===== src/rtl/ascii_tx_pkg.sv =====
// ascii_tx_pkg: shared types and helpers for the hex-to-ASCII UART transmitter.
//   tx_state_e      - bit-level serializer states (IDLE, START, DATA, STOP)
//   ASCII_CR/LF     - line terminator characters used when ASCII_TX_CRLF_EN is defined
//   nibble_to_ascii - hex digit to the glyph set the 7-segment display path renders
package ascii_tx_pkg;

  typedef enum logic [1:0] {
    IDLE  = 2'd0,
    START = 2'd1,
    DATA  = 2'd2,
    STOP  = 2'd3
  } tx_state_e;

  localparam logic [7:0] ASCII_CR = 8'h0D;
  localparam logic [7:0] ASCII_LF = 8'h0A;

  // B and D are lower case so they cannot be confused with 8 and 0 on a
  // seven-segment display.
  function automatic logic [7:0] nibble_to_ascii(input logic [3:0] nib);
    logic [7:0] c;
    case (nib)
      4'hA:    c = 8'h41;
      4'hB:    c = 8'h62;
      4'hC:    c = 8'h43;
      4'hD:    c = 8'h64;
      4'hE:    c = 8'h45;
      4'hF:    c = 8'h46;
      default: c = 8'h30 + {4'h0, nib};
    endcase
    return c;
  endfunction

endpackage


===== src/rtl/hex_to_ascii_uart_tx_if.sv =====
// hex_to_ascii_uart_tx_if: request/status bundle of the hex-to-ASCII UART transmitter.
//   start  - transmit request (sampled only while idle)
//   value  - 4*DIGITS bit value, most significant nibble sent first
//   busy   - sequence in progress
//   done   - one-cycle completion pulse
//   tx     - UART line, idles high
// master: the requester; slave: the transmitter.
interface hex_to_ascii_uart_tx_if #(
  parameter int DIGITS = 2
);
  logic                  start;
  logic [4*DIGITS-1:0]   value;
  logic                  busy;
  logic                  done;
  logic                  tx;

  modport master (output start, output value, input busy, input done, input tx);
  modport slave  (input start, input value, output busy, output done, output tx);
endinterface


===== src/rtl/hex_to_ascii_uart_tx_byte.sv =====
// uart_tx_byte: 8N1 LSB-first serializer for one byte at a time.
//   clk, rst_n - clock and asynchronous active-low reset
//   load       - accept data; honoured in IDLE, or in the last cycle of STOP
//                (byte_done high) so characters run back-to-back
//   data       - byte to send
//   byte_done  - high in the last cycle of the stop bit
//   tx         - serial line (registered, reset high)
module uart_tx_byte
  import ascii_tx_pkg::*;
#(
  parameter int CLKS_PER_BIT = 434
) (
  input  logic       clk,
  input  logic       rst_n,
  input  logic       load,
  input  logic [7:0] data,
  output logic       byte_done,
  output logic       tx
);

  localparam int BW = $clog2(CLKS_PER_BIT);
  localparam logic [BW-1:0] BAUD_LAST = BW'(CLKS_PER_BIT - 1);

  tx_state_e     state_reg, state_next;
  logic [BW-1:0] baud_reg, baud_next;
  logic [2:0]    bit_reg, bit_next;
  logic [7:0]    data_reg, data_next;
  logic          tx_reg, tx_next;
  logic          wrap;

  assign wrap      = (baud_reg == BAUD_LAST);
  // Kept outside the next-state process: the top's load depends on it.
  assign byte_done = (state_reg == STOP) && wrap;
  assign tx        = tx_reg;

  always_ff @(posedge clk or negedge rst_n) begin
    if (!rst_n) begin
      state_reg <= IDLE;
      baud_reg  <= '0;
      bit_reg   <= '0;
      data_reg  <= '0;
      tx_reg    <= 1'b1;
    end else begin
      state_reg <= state_next;
      baud_reg  <= baud_next;
      bit_reg   <= bit_next;
      data_reg  <= data_next;
      tx_reg    <= tx_next;
    end
  end

  always_comb begin
    state_next = state_reg;
    baud_next  = wrap ? '0 : baud_reg + BW'(1);
    bit_next   = bit_reg;
    data_next  = data_reg;
    tx_next    = tx_reg;
    case (state_reg)
      IDLE: begin
        baud_next = '0;
        tx_next   = 1'b1;
        if (load) begin
          state_next = START;
          data_next  = data;
          tx_next    = 1'b0;
        end
      end
      START: begin
        if (wrap) begin
          state_next = DATA;
          bit_next   = 3'd0;
          tx_next    = data_reg[0];
        end
      end
      DATA: begin
        if (wrap) begin
          if (bit_reg == 3'd7) begin
            state_next = STOP;
            tx_next    = 1'b1;
          end else begin
            bit_next = bit_reg + 3'd1;
            tx_next  = data_reg[bit_reg + 3'd1];
          end
        end
      end
      STOP: begin
        if (wrap) begin
          if (load) begin
            state_next = START;
            data_next  = data;
            tx_next    = 1'b0;
          end else begin
            state_next = IDLE;
            tx_next    = 1'b1;
          end
        end
      end
      default: state_next = IDLE;
    endcase
  end

endmodule


===== src/rtl/hex_to_ascii_uart_tx.sv =====
// hex_to_ascii_uart_tx: prints a 4*DIGITS bit value as hex ASCII over 8N1 UART.
//   clk, rst_n - clock and asynchronous active-low reset
//   bus        - hex_to_ascii_uart_tx_if.slave (start, value, busy, done, tx)
// Parameters: CLKS_PER_BIT (>= 2) cycles per bit, DIGITS (1..8) characters.
// Build option: define ASCII_TX_CRLF_EN to append CR, LF after the digits.
module hex_to_ascii_uart_tx
  import ascii_tx_pkg::*;
#(
  parameter int CLKS_PER_BIT = 434,
  parameter int DIGITS       = 2
) (
  input  logic                   clk,
  input  logic                   rst_n,
  hex_to_ascii_uart_tx_if.slave  bus
);

  localparam int VW = 4 * DIGITS;
  localparam int CW = $clog2(DIGITS + 3) + 1;
`ifdef ASCII_TX_CRLF_EN
  localparam int N_CHARS = DIGITS + 2;
`else
  localparam int N_CHARS = DIGITS;
`endif

  logic [VW-1:0] shift_reg, shift_next, shifted;
  logic [CW-1:0] count_reg, count_next, count_dec;
  logic          busy_reg, busy_next;
  logic          done_reg, done_next;
  logic          load, byte_done, tx;
  logic [7:0]    load_byte;

  assign shifted   = shift_reg << 4;
  assign count_dec = count_reg - CW'(1);

  assign bus.busy = busy_reg;
  assign bus.done = done_reg;
  assign bus.tx   = tx;

  uart_tx_byte #(.CLKS_PER_BIT(CLKS_PER_BIT)) u_byte (
    .clk       (clk),
    .rst_n     (rst_n),
    .load      (load),
    .data      (load_byte),
    .byte_done (byte_done),
    .tx        (tx)
  );

  always_ff @(posedge clk or negedge rst_n) begin
    if (!rst_n) begin
      shift_reg <= '0;
      count_reg <= '0;
      busy_reg  <= 1'b0;
      done_reg  <= 1'b0;
    end else begin
      shift_reg <= shift_next;
      count_reg <= count_next;
      busy_reg  <= busy_next;
      done_reg  <= done_next;
    end
  end

  // The first character is handed to the serializer on the accept edge itself,
  // and each following one on the edge that ends the previous stop bit, so the
  // line never idles between characters.
  always_comb begin
    shift_next = shift_reg;
    count_next = count_reg;
    busy_next  = busy_reg;
    done_next  = 1'b0;
    load       = 1'b0;
    load_byte  = nibble_to_ascii(shift_reg[VW-1 -: 4]);
    if (!busy_reg) begin
      if (bus.start) begin
        shift_next = bus.value;
        count_next = CW'(N_CHARS);
        busy_next  = 1'b1;
        load       = 1'b1;
        load_byte  = nibble_to_ascii(bus.value[VW-1 -: 4]);
      end
    end else if (byte_done) begin
      shift_next = shifted;
      count_next = count_dec;
      if (count_dec == '0) begin
        busy_next = 1'b0;
        done_next = 1'b1;
      end else begin
        load      = 1'b1;
        load_byte = nibble_to_ascii(shifted[VW-1 -: 4]);
`ifdef ASCII_TX_CRLF_EN
        // The last two slots of the count are the line terminator.
        if (count_dec == CW'(2)) load_byte = ASCII_CR;
        else if (count_dec == CW'(1)) load_byte = ASCII_LF;
`endif
      end
    end
  end

endmodule


===== src/flat_wrapper.sv =====
// flat-port wrapper written by rule: the top's interface ports become plain ports
module hex_to_ascii_uart_tx_flat import ascii_tx_pkg::*;
#(
  parameter int CLKS_PER_BIT = 434,
  parameter int DIGITS       = 2
)
  (clk, rst_n, bus_start, bus_value, bus_busy, bus_done, bus_tx);
  hex_to_ascii_uart_tx_if #(.DIGITS(DIGITS)) bus_i ();
  input  logic clk;
  input  logic rst_n;
  input wire logic [$bits(bus_i.start)-1:0] bus_start;
  input wire logic [$bits(bus_i.value)-1:0] bus_value;
  output wire logic [$bits(bus_i.busy)-1:0] bus_busy;
  output wire logic [$bits(bus_i.done)-1:0] bus_done;
  output wire logic [$bits(bus_i.tx)-1:0] bus_tx;
  assign bus_i.start = bus_start;
  assign bus_i.value = bus_value;
  assign bus_busy = bus_i.busy;
  assign bus_done = bus_i.done;
  assign bus_tx = bus_i.tx;
  hex_to_ascii_uart_tx #(.CLKS_PER_BIT(CLKS_PER_BIT), .DIGITS(DIGITS)) u_core (.clk(clk), .rst_n(rst_n), .bus(bus_i));
endmodule

===== config.mk =====
export PLATFORM = sky130hd
export DESIGN_NAME = hex_to_ascii_uart_tx_flat
export DESIGN_NICKNAME = d
export VERILOG_FILES = /design/src/rtl/ascii_tx_pkg.sv /design/src/rtl/hex_to_ascii_uart_tx_if.sv /design/src/rtl/hex_to_ascii_uart_tx_byte.sv /design/src/rtl/hex_to_ascii_uart_tx.sv /design/src/flat_wrapper.sv
export SDC_FILE = /design/constraint.sdc
export NUM_CORES = 1
export LEC_CHECK = 0
export ABC_AREA = 1
export CAP_MARGIN = 20
export CORE_ASPECT_RATIO = 1.5
export CORE_UTILIZATION = 63
export DETAILED_ROUTE_END_ITERATION = 10
export PLACE_DENSITY = 0.84
export REMOVE_ABC_BUFFERS = 1
export SYNTH_ARGS = -nofsm -noshare
export SYNTH_HDL_FRONTEND = slang
export SYNTH_HIERARCHICAL = 1
export SYNTH_SLANG_ARGS = --single-unit
export TNS_END_PERCENT = 10

===== constraint.sdc =====
create_clock -name clk -period 4.75 [get_ports clk]
set_input_delay 0.95 -clock clk [delete_from_list [all_inputs] [get_ports clk]]
set_output_delay 0.95 -clock clk [all_outputs]
set_load 0.005 [all_outputs]

==> impl_metrics.tcl <==
set metrics [dict create \
    outcome "finished, final reports clean" \
    tns_ps 0 \
    cp-start-kind "flop" \
    drc 0 \
    syn_to_final_growth_pct 9.32 \
    clk_pin_slew_ps 70 \
    max_cap_violations 0 \
    finalInstanceArea_um2 2610 \
    ios 14 \
    clockBufferDepth 2 \
    path_buf_inv 2 \
    synth_cell_types 42 \
    cts_root_buf "clkbuf_8" \
    synth_fa_ha_area_frac 0.0576 \
    dp.cells 362 \
    ys_seq_elements 37 \
    place_hpwl_um 3480 \
    power_density_nw_per_um2 350 \
    p_leak_nw 1.28 \
    grt_pass1_wl_um 8130 \
    avgSynthCellArea_um2 7.68 \
    crit_type "reg2reg" \
    overflow 0 \
    dr.pass1.iters 4 \
    setup_violations 0 \
    placed_area_um2 2530 \
    critPathMaxStageDelay_ps 580 \
    grt_setup_unrepaired "no" \
    rows 27 \
    synthMuxAreaShare 0 \
    period_minus_slack_ps 2700 \
    busiest_layer "met2" \
    cts-buffers-inserted 5 \
    crit_family "simple AND/OR/NAND/NOR gates" \
    die_x_um 52.3 \
    layout.area.seq_um2 927 \
    grt_start_max_net_pins 38 \
    clock_sinks 37 \
    synth_compound_gate_area_share 0.158 \
    ys_warn_count 6 \
    hold_path.class "reg2reg" \
    place_congestion 0.912 \
    synth_ff_type "dfrtp_1" \
    synth_xor_area_frac 0.0220 \
    fin_crit_sh 0.568 \
    num_antenna_cells 0 \
    wl_per_cell_um 12.4 \
    cts-hold-fix-buffers 0 \
    grt_util_met1 0.284 \
    largest_register_ffs 9 \
    vias 1995 \
    finalHoldViolCount 0 \
    final_util 0.716 \
    stdcell_count 370 \
    grt.total_usage 0.267 \
    post_cts_resized 0 \
    first_global_vias 1994 \
    drt_iter0_markers 59 \
    path_cells "inv_1 -> ha_1 -> nand2_1 -> nor3_2 -> nand2_2 -> nor2_1 -> nand2_4 -> o21ai_1 -> inv_1 -> a21oi_1 -> o21ai_4 -> nand2_1 -> o21ai_2" \
    met3_usage 0.0353 \
    synthSimpleGateAreaFrac 0.266 \
    antenna_found_initial 0 \
    die_h_um 77.4 \
    synth_edf_count 0 \
    die_area_um2 4050 \
    tightest_slew_ps 797 \
    final_layout_size_suffix_gt1_frac 0.135 \
    irDropWorstVdd_uv 353 \
    wl_um 4600 \
    fillers 303 \
    postCtsSetupRepairBufs 0 \
    netlist_top_cells_area "dfrtp_1 (38%), nand2_1 (11%), inv_1 (7.9%), ha_1 (5.8%), nand3_1 (4.6%)" \
    multi_input_area_um2 1210 \
    htreeDepth 2 \
    use_met2 0.482 \
    crit_path_max_fanout 16 \
    fmax_mhz 370 \
    syn-cell-area_um2 2390 \
    holdWs_ps 485 \
    yosys.area.top_type_share 0.377 \
    async_flop_share 1.00 \
    ant_nets 0 \
    final_nets 348 \
    vias_per_cell 5.39 \
    cts_tree "yes" \
    yosysSeqAreaShare 0.388 \
    arrival_ps 2870 \
    crit_slowest_cell "nor2_1" \
    clk_latency_ps 290 \
    synth_top_family_by_area "simple AND/OR/NAND/NOR gates" \
    skew_ps 4.23 \
    drv_slew 0 \
    required_ps 4920 \
    cp-end-kind "flop" \
    initial_utilization 0.655 \
    timing.slew.headroom 0.469 \
    synth_top_area_cell "dfrtp_1" \
    netlist_instances 311 \
    core_area_um2 3650 \
    portBuffers 13 \
]
[cells in the mapped netlist, types with 3 or more instances]
cell and instances:
inv_1 50, o21ai_1 13, nor2_1 22, nor3_1 4
xor2_1 5, nand2_1 68, inv_2 5, o21ai_0 13
o31ai_1 3, ha_1 11, nand3_1 22, o21ai_2 9
nand2_2 8, dfrtp_1 36, a21oi_1 6, o211ai_1 3
[path summary, 6_finish.rpt]
check	start	endpoint	slack [ps]	cells past startpoint
max reg2reg	u_core/u_byte/baud_reg[1]$_DFF_PN0_	u_core/u_byte/data_reg[4]$_DFFE_PN0P_	2050	13
max in group asynchronous	rst_n	u_core/u_byte/data_reg[2]$_DFFE_PN0P_	3500	1
min in group asynchronous	rst_n	u_core/u_byte/baud_reg[5]$_DFF_PN0_	730	1
min reg2reg	u_core/u_byte/data_reg[3]$_DFFE_PN0P_	u_core/u_byte/data_reg[3]$_DFFE_PN0P_	490	2
min	u_core/u_byte/data_reg[3]$_DFFE_PN0P_	u_core/u_byte/data_reg[3]$_DFFE_PN0P_	490	2
max	u_core/u_byte/baud_reg[1]$_DFF_PN0_	u_core/u_byte/data_reg[4]$_DFFE_PN0P_	2050	13
[stage by stage]
stage / total power, mW / setup slack (ps)
6_report: 0.913 / 2050
5_1_grt: 0.988 / 1750
4_1_cts: 0.923 / 2040
3_5_place_dp: 0.702 / 1980
3_3_place_gp: 0.692 / 2030
2_1_floorplan: 0.619 / 2350
[metal layers]
| metal | wire, um | vias to the layer above | part of all wire |
|---|---|---|---|
| li1 | - | 1028 | - |
| met2 | 2490 | 30 | 0.54 |
| met5 | 0 | - | 0 |
| met3 | 95 | 10 | 0.021 |
| met1 | 1870 | 927 | 0.41 |
| met4 | 144 | 0 | 0.031 |
[cell usage in the layout (no fill, tap or decap), drive strengths merged, types with 2 or more instances in the layout]
master and count:
nor2 25, dfrtp 36, xor2 5, nand2 78
nand3 23, clkdlybuf4s50 12, o211ai 3, clkbuf 5
nand4 2, ha 11, o31ai 3, clkinv 2
o22ai 2, inv 56, a21oi 7, o21ai 36
nor3 6
[kinds of logic after synthesis]
kind of cell	after synthesis
fa+ha+maj	11
flops	37
compound gates	58
other cells	1
buf+inv	61
xor+xnor	6
simple gates	137
[where the power goes]
| group | switching, mW | internal (mW) | total [mW] |
|---|---|---|---|
| sequential | 0.0470 | 0.365 | 0.412 |
| clock | 0.113 | 0.101 | 0.214 |
| combinational | 0.176 | 0.111 | 0.287 |
[worst min-delay path: stages, from the launching register on]
cell and delay, ps:
dfrtp_1 340, nand2_1 70, o21ai_2 50
[final cells by class]
class / instances / share of cell area
clock inverter: 3 / 0.00670
inverter: 56 / 0.0814
tap: 43 / 0.0206
multi-input combinational: 213 / 0.462
clock buffer: 5 / 0.0263
timing repair buffer: 13 / 0.0479
sequential: 37 / 0.355
Power figures use the tool's default switching activity.
